==> config.mk <==
export PLATFORM = sky130hd
export DESIGN_NAME = snake_mover
export DESIGN_NICKNAME = d
export VERILOG_FILES = /design/src/rtl/snake_pkg.sv /design/src/rtl/snake_next_head.sv /design/src/rtl/snake_mover.sv
export SDC_FILE = /design/constraint.sdc
export NUM_CORES = 1
export LEC_CHECK = 0
export CORE_MARGIN = 1.5
export CORE_UTILIZATION = 43
export DETAILED_ROUTE_END_ITERATION = 6
export SYNTH_ARGS = -nofsm -noshare
export SYNTH_HDL_FRONTEND = slang
export SYNTH_SLANG_ARGS = --single-unit
==> constraint.sdc <==
create_clock -name clk -period 2.25 [get_ports clk]
set_input_delay 0.3375 -clock clk [delete_from_list [all_inputs] [get_ports clk]]
set_output_delay 0.3375 -clock clk [all_outputs]
set_load 0.03 [all_outputs]
==> src/rtl/snake_pkg.sv <==
// -----------------------------------------------------------------------------
// snake_pkg
//   Shared types and default geometry for the snake mover.
//   dir_t   : heading of the snake (left/up/down/right).
//   point_t : one grid cell, packed {x, y}.
//   state_t : step sequencer states of snake_mover.
//   decode_dir(): turns the one-hot L/U/D/R lines into a heading, holding the
//                 current heading when the lines are not exactly one-hot.
//   The coordinate widths of point_t come from the default grid size, so a
//   different grid size means editing the DEF_* values here.
// -----------------------------------------------------------------------------
package snake_pkg;

  localparam int DEF_GRID_W   = 16;
  localparam int DEF_GRID_H   = 16;
  localparam int DEF_MAX_LEN  = 32;
  localparam int DEF_INIT_LEN = 3;

  localparam int X_W = $clog2(DEF_GRID_W);
  localparam int Y_W = $clog2(DEF_GRID_H);

  typedef enum logic [1:0] {
    DIR_L = 2'd0,
    DIR_U = 2'd1,
    DIR_D = 2'd2,
    DIR_R = 2'd3
  } dir_t;

  typedef struct packed {
    logic [X_W-1:0] x;
    logic [Y_W-1:0] y;
  } point_t;

  typedef enum logic [1:0] {
    ST_IDLE  = 2'd0,
    ST_CHECK = 2'd1,
    ST_MOVE  = 2'd2,
    ST_DEAD  = 2'd3
  } state_t;

  // Exactly one active line selects a new heading; anything else keeps cur.
  function automatic dir_t decode_dir(input logic l, input logic u,
                                      input logic d, input logic r,
                                      input dir_t cur);
    dir_t res;
    case ({l, u, d, r})
      4'b1000: res = DIR_L;
      4'b0100: res = DIR_U;
      4'b0010: res = DIR_D;
      4'b0001: res = DIR_R;
      default: res = cur;
    endcase
    return res;
  endfunction

endpackage

==> src/rtl/snake_next_head.sv <==
// -----------------------------------------------------------------------------
// snake_next_head
//   Combinational: the cell one step from `cur` in direction `dir`, and whether
//   that cell lies off the grid.
//   Ports:
//     cur  in  point_t  current head cell
//     dir  in  dir_t    heading
//     nxt  out point_t  neighbouring cell (low bits only; meaningless when oob)
//     oob  out 1        neighbour is outside 0..GRID_W-1 x 0..GRID_H-1
//   The sum is formed one bit wider than a coordinate so that stepping left of
//   column 0 wraps to an all-ones value, which the range compare then rejects.
// -----------------------------------------------------------------------------
module snake_next_head
  import snake_pkg::*;
#(
  parameter int GRID_W = DEF_GRID_W,
  parameter int GRID_H = DEF_GRID_H
) (
  input  point_t cur,
  input  dir_t   dir,
  output point_t nxt,
  output logic   oob
);

  localparam logic [X_W:0] X_ONE = {{X_W{1'b0}}, 1'b1};
  localparam logic [Y_W:0] Y_ONE = {{Y_W{1'b0}}, 1'b1};

  logic [X_W:0] nx_s;
  logic [Y_W:0] ny_s;

  // Widened neighbour coordinate and range check.
  always_comb begin
    nx_s = {1'b0, cur.x};
    ny_s = {1'b0, cur.y};
    case (dir)
      DIR_L:   nx_s = {1'b0, cur.x} - X_ONE;
      DIR_R:   nx_s = {1'b0, cur.x} + X_ONE;
      DIR_U:   ny_s = {1'b0, cur.y} - Y_ONE;
      DIR_D:   ny_s = {1'b0, cur.y} + Y_ONE;
      default: begin
        nx_s = {1'b0, cur.x};
        ny_s = {1'b0, cur.y};
      end
    endcase
    oob   = (nx_s >= (X_W+1)'(GRID_W)) || (ny_s >= (Y_W+1)'(GRID_H));
    nxt.x = nx_s[X_W-1:0];
    nxt.y = ny_s[Y_W-1:0];
  end

endmodule

==> src/rtl/snake_mover.sv <==
// -----------------------------------------------------------------------------
// snake_mover
//   Advances the snake one cell per accepted game tick, keeps the body as a
//   head-first segment list, applies growth and detects wall/self collisions.
//   Ports:
//     clk, reset          clock; synchronous active-high reset
//     tick                step request, only honoured while idle
//     Lin/Uin/Din/Rin     heading from the direction FSM (one-hot to change)
//     grow                food eaten; remembered until a move consumes it
//     head_x, head_y      current head cell
//     length              current number of segments
//     dead                sticky collision flag
//     step_done           one-cycle pulse after each completed move
//     query_x, query_y    renderer cell under test
//     query_hit           combinational: query cell is occupied by the snake
//   A step takes three edges: latch the candidate head (IDLE), test it
//   against walls and body (CHECK), then shift the body (MOVE). The pulse on
//   step_done therefore appears three cycles after the tick cycle, and ticks
//   arriving while a step is in flight are simply dropped.
// -----------------------------------------------------------------------------
module snake_mover
  import snake_pkg::*;
#(
  parameter int GRID_W   = DEF_GRID_W,
  parameter int GRID_H   = DEF_GRID_H,
  parameter int MAX_LEN  = DEF_MAX_LEN,
  parameter int INIT_LEN = DEF_INIT_LEN
) (
  input  logic                         clk,
  input  logic                         reset,
  input  logic                         tick,
  input  logic                         Lin,
  input  logic                         Uin,
  input  logic                         Din,
  input  logic                         Rin,
  input  logic                         grow,
  output logic [$clog2(GRID_W)-1:0]    head_x,
  output logic [$clog2(GRID_H)-1:0]    head_y,
  output logic [$clog2(MAX_LEN+1)-1:0] length,
  output logic                         dead,
  output logic                         step_done,
  input  logic [$clog2(GRID_W)-1:0]    query_x,
  input  logic [$clog2(GRID_H)-1:0]    query_y,
  output logic                         query_hit
);

  localparam int                  LEN_BITS = $clog2(MAX_LEN+1);
  localparam logic [LEN_BITS-1:0] LEN_ONE  = {{(LEN_BITS-1){1'b0}}, 1'b1};
  localparam logic [LEN_BITS-1:0] LEN_MAX  = LEN_BITS'(MAX_LEN);
  localparam logic [LEN_BITS-1:0] LEN_INIT = LEN_BITS'(INIT_LEN);

  state_t              state_q,     state_d;
  dir_t                dir_q,       dir_d;
  point_t              seg_q [MAX_LEN];
  point_t              seg_d [MAX_LEN];
  logic [LEN_BITS-1:0] length_q,    length_d;
  logic                dead_q,      dead_d;
  logic                step_done_q, step_done_d;
  logic                grow_pend_q, grow_pend_d;
  point_t              nxt_q,       nxt_d;
  logic                oob_q,       oob_d;

  point_t              nh_s;
  logic                nh_oob_s;
  logic [LEN_BITS-1:0] lim_s;
  logic                self_hit_s;
  point_t              query_s;
  logic                query_hit_s;

  // Reset-time body: a horizontal line starting at the grid centre, tail to the right.
  function automatic point_t init_seg(input int idx);
    point_t p;
    if (idx < INIT_LEN) begin
      p.x = X_W'(GRID_W/2 + idx);
      p.y = Y_W'(GRID_H/2);
    end else begin
      p = '0;
    end
    return p;
  endfunction

  snake_next_head #(
    .GRID_W (GRID_W),
    .GRID_H (GRID_H)
  ) u_next_head (
    .cur (seg_q[0]),
    .dir (dir_q),
    .nxt (nh_s),
    .oob (nh_oob_s)
  );

  // Self-collision against the live body; the tail cell is excluded unless the
  // snake is about to grow, because it vacates during the same move.
  always_comb begin
    if (grow_pend_q) begin
      lim_s = length_q;
    end else begin
      lim_s = length_q - LEN_ONE;
    end
    self_hit_s = 1'b0;
    for (int i = 0; i < MAX_LEN; i++) begin
      self_hit_s = self_hit_s | ((LEN_BITS'(i) < lim_s) && (seg_q[i] == nxt_q));
    end
  end

  // Renderer lookup: parallel compare of the query cell against live segments.
  always_comb begin
    query_s.x   = query_x;
    query_s.y   = query_y;
    query_hit_s = 1'b0;
    for (int i = 0; i < MAX_LEN; i++) begin
      query_hit_s = query_hit_s | ((LEN_BITS'(i) < length_q) && (seg_q[i] == query_s));
    end
  end

  // Step sequencer next state plus all datapath next values.
  always_comb begin
    state_d     = state_q;
    length_d    = length_q;
    dead_d      = dead_q;
    step_done_d = 1'b0;
    nxt_d       = nxt_q;
    oob_d       = oob_q;
    for (int i = 0; i < MAX_LEN; i++) begin
      seg_d[i] = seg_q[i];
    end
    dir_d       = decode_dir(Lin, Uin, Din, Rin, dir_q);
    grow_pend_d = grow_pend_q | grow;

    case (state_q)
      ST_IDLE: begin
        if (tick) begin
          nxt_d   = nh_s;
          oob_d   = nh_oob_s;
          state_d = ST_CHECK;
        end else begin
          state_d = ST_IDLE;
        end
      end
      ST_CHECK: begin
        if (oob_q || self_hit_s) begin
          dead_d  = 1'b1;
          state_d = ST_DEAD;
        end else begin
          state_d = ST_MOVE;
        end
      end
      ST_MOVE: begin
        for (int i = 1; i < MAX_LEN; i++) begin
          seg_d[i] = seg_q[i-1];
        end
        seg_d[0] = nxt_q;
        if (grow_pend_q && (length_q < LEN_MAX)) begin
          length_d = length_q + LEN_ONE;
        end else begin
          length_d = length_q;
        end
        // A grow arriving on the consuming edge is kept for the next step.
        grow_pend_d = grow;
        step_done_d = 1'b1;
        state_d     = ST_IDLE;
      end
      ST_DEAD: begin
        grow_pend_d = grow_pend_q;
        state_d     = ST_DEAD;
      end
      default: begin
        state_d = ST_IDLE;
      end
    endcase
  end

  // State and datapath registers with synchronous reset to the starting snake.
  always_ff @(posedge clk) begin
    if (reset) begin
      state_q     <= ST_IDLE;
      dir_q       <= DIR_L;
      length_q    <= LEN_INIT;
      dead_q      <= 1'b0;
      step_done_q <= 1'b0;
      grow_pend_q <= 1'b0;
      nxt_q       <= '0;
      oob_q       <= 1'b0;
      for (int i = 0; i < MAX_LEN; i++) begin
        seg_q[i] <= init_seg(i);
      end
    end else begin
      state_q     <= state_d;
      dir_q       <= dir_d;
      length_q    <= length_d;
      dead_q      <= dead_d;
      step_done_q <= step_done_d;
      grow_pend_q <= grow_pend_d;
      nxt_q       <= nxt_d;
      oob_q       <= oob_d;
      for (int i = 0; i < MAX_LEN; i++) begin
        seg_q[i] <= seg_d[i];
      end
    end
  end

  assign head_x    = seg_q[0].x;
  assign head_y    = seg_q[0].y;
  assign length    = length_q;
  assign dead      = dead_q;
  assign step_done = step_done_q;
  assign query_hit = query_hit_s;

endmodule

Word level (Yosys, flattened, before mapping)
Memories as Yosys holds them, arrays and structs flattened.
Index checks and enable logic that the tools add are counted.
- memories kept: 1
- output and inout bits: 17
- register bits after elaboration: 22
- memory bits (writable): 256
- memory list (memory ; words ; bits a word ; rd ports ; clocked after Yosys merged registers in ; wr ports ; RTL line ; source):
    seg_q ; 32 ; 8 ; 32 ; 0 ; 32 ; snake_mover.sv:54 ; point_t seg_q [MAX_LEN];
- reductions and logical operators: 73
- mux-type cells: 49
- eq/ne operators: 74
- bitwise logic cells: 95
- order comparisons: 67
- add/subtract/negate cells: 6
- operators by type and width (operator ; count):
    equality test 8 bit ; 64
    two-way mux 8 bit ; 36
    two-way mux 256 bit ; 1
    < comparator 5 x 6 -> 1 bit (first input constant) ; 32
    < comparator 4 x 6 -> 1 bit (first input constant) ; 16
    bitwise OR 1 bit ; 95
    logical AND 1 bit ; 65
    < comparator 3 x 6 -> 1 bit (first input constant) ; 8
    < comparator 1 x 6 -> 1 bit (first input constant) ; 4
    < comparator 2 x 6 -> 1 bit (first input constant) ; 4
    one-hot mux 5 bit (2 select lines) ; 2
    one-hot mux 2 bit (4 select lines) ; 2
    adder 4 x 1 -> 5 bit (second input constant) ; 2
    >= comparator 5 bit (second input constant) ; 2
    subtractor 4 x 1 -> 5 bit (second input constant) ; 2
    equality test 2 bit (second input constant) ; 4
    adder 6 x 1 -> 6 bit (second input constant) ; 1
    < comparator 6 bit (second input constant) ; 1
    two-way mux 1 bit ; 6
    two-way mux 6 bit ; 1
    AND reduction 2 bit ; 3
    subtractor 6 x 1 -> 6 bit (second input constant) ; 1
    equality test 2 x 1 -> 1 bit (second input constant) ; 2
    equality test 4 x 1 -> 1 bit (second input constant) ; 1
    other kinds (7) ; 9

Longest topological paths before layout
- word-level depth: 38
- gate-level depth with buffers: 12
- mapped depth without buffers: 11

Cells and area by module
Synthesis repeated with hierarchy kept, for this count alone.
- cells, all modules: 2177
- area, all modules: 16876.2 µm²
- modules (own cells, without submodules) (module ; cells each ; seq. area each (µm²) ; area an instance (µm²) ; times used):
    snake_mover ; 2133 ; 5565.3 ; 16508.3 ; 1
    snake_next_head ; 44 ; 0.0 ; 367.9 ; 1

Worst setup path after synthesis
No wires, ideal clock.
- kind: flip-flop to flip-flop
- from: reg length_q[0] (netlist: length[0])
- to: reg dead_q (netlist: dead)
- cell stages (with the launch flop): 11
- arrival: 2.560 ns
- slack: -0.442 ns
- clock period less this slack: 2.692 ns
- data required time: 2.118 ns
- path through: dfxtp_1 clkbuf_4 inv_1 ha_1 nor4b_4 xnor2_1 a2111oi_2 a2111oi_1 nand4b_1 nor4_2 o22ai_1
- longest elaborated chain between the ends: 37
- elaborated cells between the ends (all ways): 99
- those cells by class: 1 x add/sub; 32 x order compare; 1 x mux; 31 x bitwise; 34 x reduce/logical
- ends and longest elaborated chain (element ; RTL line ; source):
    start, declared ; snake_mover.sv:56 ; logic [LEN_BITS-1:0] length_q, length_d;
    start signal, assigned ; snake_mover.sv:190 ; length_q <= length_d;
    subtractor 6 x 1 -> 6 bit ; snake_mover.sv:98 ; lim_s = length_q - LEN_ONE;
    two-way mux 6 bit (*) ; snake_mover.sv:95 ; if (grow_pend_q) begin
    < comparator 1 x 6 -> 1 bit ; snake_mover.sv:102 ; self_hit_s = self_hit_s | ((LEN_BITS'(i) < lim_s) && (seg_q[i] == nxt_q));
    logical AND 1 bit ; snake_mover.sv:102 ;
    bitwise OR 1 bit (30 in a row) ; snake_mover.sv:102 ;
    bitwise OR 1 bit (*) ; snake_mover.sv:102 ;
    logical OR 1 bit (*) ; snake_mover.sv:141 ; if (oob_q || self_hit_s) begin
    AND reduction 2 bit (no line) (*) ; - ;
    end signal, assigned ; snake_mover.sv:179 ; dead_q <= 1'b0;
    end signal, assigned ; snake_mover.sv:191 ; dead_q <= dead_d;
    end, declared ; snake_mover.sv:57 ; logic dead_q, dead_d;
Every way passes the cells marked *; elsewhere a longest branch is shown, timed or not.
A chain may end at the register's enable or synchronous reset.

Worst setup path in the final report
- from: reg length_q[1] (netlist: length[1])
- to: out query_hit
- longest elaborated chain between the ends: 33
- elaborated cells between the ends (all ways): 95
- those cells by class: 32 x order compare; 31 x bitwise; 32 x reduce/logical
- ends and longest elaborated chain (element ; RTL line ; source):
    < comparator 1 x 6 -> 1 bit ; snake_mover.sv:112 ; query_hit_s = query_hit_s | ((LEN_BITS'(i) < length_q) && (seg_q[i] == query_s));
    logical AND 1 bit ; snake_mover.sv:112 ;
    bitwise OR 1 bit (30 in a row) ; snake_mover.sv:112 ;
    bitwise OR 1 bit (*) ; snake_mover.sv:112 ;
    end, declared ; snake_mover.sv:44 ; output logic query_hit
Marked as above.

==> impl_results.md <==
- Die outline height: 201.7 um
- Initial antenna violation count: 1
- Clk pin slew, worst setup/hold paths: 0.06 ns
- CP startpoint kind: register
- Clk buf depth: 3
- Register area: 5595 um^2
- Final WL: 58,460 um
- H-tree levels: 2
- IO Port Bufs: 32
- Row cnt: 72
- Iteration-0 DRC Markers: 1,311
- # IOs: 33
- M3 GR Usage: 0.03531
- Worst Max-Slew Pin Slew: 0.6149 ns
- Fmax: 332.3 MHz
- Number of antenna diodes: 0
- Ys Warns: 0
- P&R area growth vs syn: 30.34%
- Filler Cell Count: 3,643
- Internal: 0.009706 W
- RR Endpoint: state_q[0]$_SDFF_PP0_
- Gr busiest metal: met2
- Max VDD drop: 0.4321 mV
- Final hold violation count: 0
- Total CTS buffers: 34
- Combinational share of power: 0.239
- Length in cells of the worst reg-to-reg path: 14
- Max-Cap Viols: 0
- Hold Crit Class: input pin to register
- Mean Syn Cell Area: 7.752 um^2
- Initial core utilization: 0.4373
- Reg-to-reg startpoint: length[1]$_SDFFE_PP1P_
- Vias after detailed routing: 16,300
- Syn nets: 2,219
- Leak: 9.335 nW
- Dominant cells by area after synthesis: dfxtp_1 (33%), xor2_1 (17%), nand2_1 (12%)
- Status: finished with violations
- M1 GR Usage: 0.3853
- Worst Setup SP: length[1]$_SDFFE_PP1P_
- DR vias/cell: 5.396
- Post-synth top area share: 0.3278
- CTS tree: built
- Clock Sinks: 278
- Placed wire-length estimate: 42,490 um
- Worst skew pair latency: 0.55 ns
- Main synth FF type: dfxtp_1
- First-pass iteration count of the detailed router: 5
- Root Driver: clkbuf_16
- Sequential area share after synthesis: 0.3278
- CP Capture Type: primary output
- Sw Pwr: 0.004233 W
- Unrepaired setup endpoints after global routing: yes
- Setup tns final: -1.507 ns
- Post-synth top area cell: dfxtp_1
- Clk_skew: 0.02460 ns
- First-pass GRT wire length: 91,560 um
- Vias in the first global route: 16,150
- Worst-path fanout max: 6
- Failing checks: setup timing
- Met2 Resource Use GR: 0.4633
- CP Class: register to primary output
- Mapped Area: 16,980 um^2
- Share of cells above drive strength 1: 0.2181
- Hold Crit Start: reset
- Post-synth ARST share: 0
- Top-count cell post-synth: nand2_1
- Synthesized instance count: 2,190
- Yosys reg bits: 278
- Post-synth EDFFs: 0
- Commonest cells in the netlist: nand2_1 (555), xor2_1 (338), dfxtp_1 (278), a21oi_1 (275), xnor2_1 (191)
- Final Cycle Share: 1.337
- Hold slack: 0.3153 ns
- Min cycle time layout: 3.009 ns
- Footprint of the multi-input gates: 10,760 um^2
- Chip width: 201.7 um
- Total track usage: 0.2854
- Switch share: 0.3037
- Clock Power Share: 0.396
- Yosys cell types: 67
- Tot Pwr: 0.01394 W
- Reg2Reg Setup Slack: -0.38 ns
- Worst Path Required: 1.91 ns
- Routed len/inst: 19.35 um
- Fin worst setup slack: -0.7592 ns
- Slew Limit Fails: 0
- Gr ovfl total: 0
- Core area: 38,830 um^2
- Post-CTS Hold Fix Bufs: 0
- Largest net degree at the start of global routing: 116
- Final antenna-violating net count: 0
- Residual DRC count: 0
- RePlAce Congestion: 0.9440
- Register share of total power: 0.365
- Fin nets: 2,511
- Max-slew headroom: 0.5863
- CP endpoint: query_hit
- Final setup fails: 3
- Arrival @ worst endpoint: 2.67 ns
- Die ar.: 40,680 um^2
- Pwr/cell area: 629.9 nW/um^2
## per-layer routing
| metal | vias to the layer above | wire, um |
|---|---|---|
| li1 | 7831 | - |
| met2 | 504 | 26960 |
| met5 | - | 0 |
| met1 | 7852 | 26260 |
| met3 | 114 | 3280 |
| met4 | 0 | 1960 |
## per-stage QoR
stage                     instance area (um^2)    util  setup slack [ns]  instances
after global routing                     22130  0.5699           -0.8211       3021
after CTS                                21940  0.5650           -0.7739       3019
final                                    22130  0.5699           -0.7592       3021
after detailed placement                 20720  0.5338           -0.4409       2956
after floorplan                          17060       -           -0.1462       2190
after global placement                   20720  0.5338           -0.4253       2956
## kinds of logic (layout without fill, tap and decap cells)
kind of cell,after synthesis,after routing,synth area share
buffers and inverters,196,509,0.05461
adders and majority gates,13,13,0.01047
xor gates and xnor gates,529,529,0.2729
and+or+nand+nor,800,800,0.2086
DFF,278,278,0.3278
AOI/OAI and AO/OA,362,362,0.1181
muxes,12,12,0.007443
## critical path, cell delays in order (launching register included)
cell and delay, ns:
dfxtp_4 0.37, inv_4 0.06, ha_4 0.18, clkinvlp_4 0.13
a21oi_2 0.18, nor3_2 0.06, nor3_2 0.18, buf_4 0.15
nand4_1 0.13, nor4_2 0.34, o21ai_2 0.16, buf_6 0.17
## how the worst min path moves through the flow
stage	cells after the start	end	slack (ns)
after floorplan	2	oob_q$_SDFFE_PP0P_	0.46
after global placement	2	dead$_SDFFE_PP0P_	0.46
after detailed placement	2	dead$_SDFFE_PP0P_	0.46
after CTS	2	seg_q[0][75]$_SDFFE_PP0P_	0.31
after global routing	2	seg_q[0][94]$_SDFFE_PP0P_	0.34
final	2	seg_q[0][79]$_SDFFE_PP0P_	0.32
## flip-flops by register name (all words and copies together) (netlist names)
name         flops
state_q          2
dir_q            2
dead             1
nxt_q            8
seg_q          256
step_done        1
grow_pend_q      1
length           6
oob_q            1
## cells in the final DEF, fill, tap and decap left out, drive strengths merged, types with 6 or more instances in the layout
cell type / n
a211oi: 7
a21o: 7
a21oi: 276
a31oi: 10
buf: 414
clkbuf: 47
clkdlybuf4s50: 21
clkinv: 9
dfxtp: 278
ha: 11
inv: 14
mux2i: 10
nand2: 556
nand3: 19
nand4: 53
nor2: 38
nor2b: 9
nor3: 19
nor4: 87
o211ai: 7
o21ai: 24
o22ai: 6
xnor2: 191
xor2: 338
## power by group through the flow
stage                     Clock [W]  Combinational, W  Sequential, W
after floorplan                   0           0.00188        0.00514
after global placement            0           0.00323        0.00519
after detailed placement          0           0.00326        0.00520
after CTS                   0.00561           0.00329        0.00509
after global routing        0.00584           0.00354        0.00510
final                       0.00552           0.00333        0.00509
## timing repair
| item | CTS | global route |
|---|---|---|
| pin swaps | 9 | 16 |
| setup buffers | 6 | 2 |
| setup endpoints to repair | 5 | 4 |
| gates resized for setup | 25 | 39 |
## layout make-up
type	count	area share
clock buffer	46	0.04461
clock inverter	11	0.004919
inverter	15	0.003053
multi-input combinational	1716	0.4863
sequential	278	0.2529
tap	518	0.02929
timing repair buffer	437	0.1790
(Power assumes the default switching activity.)
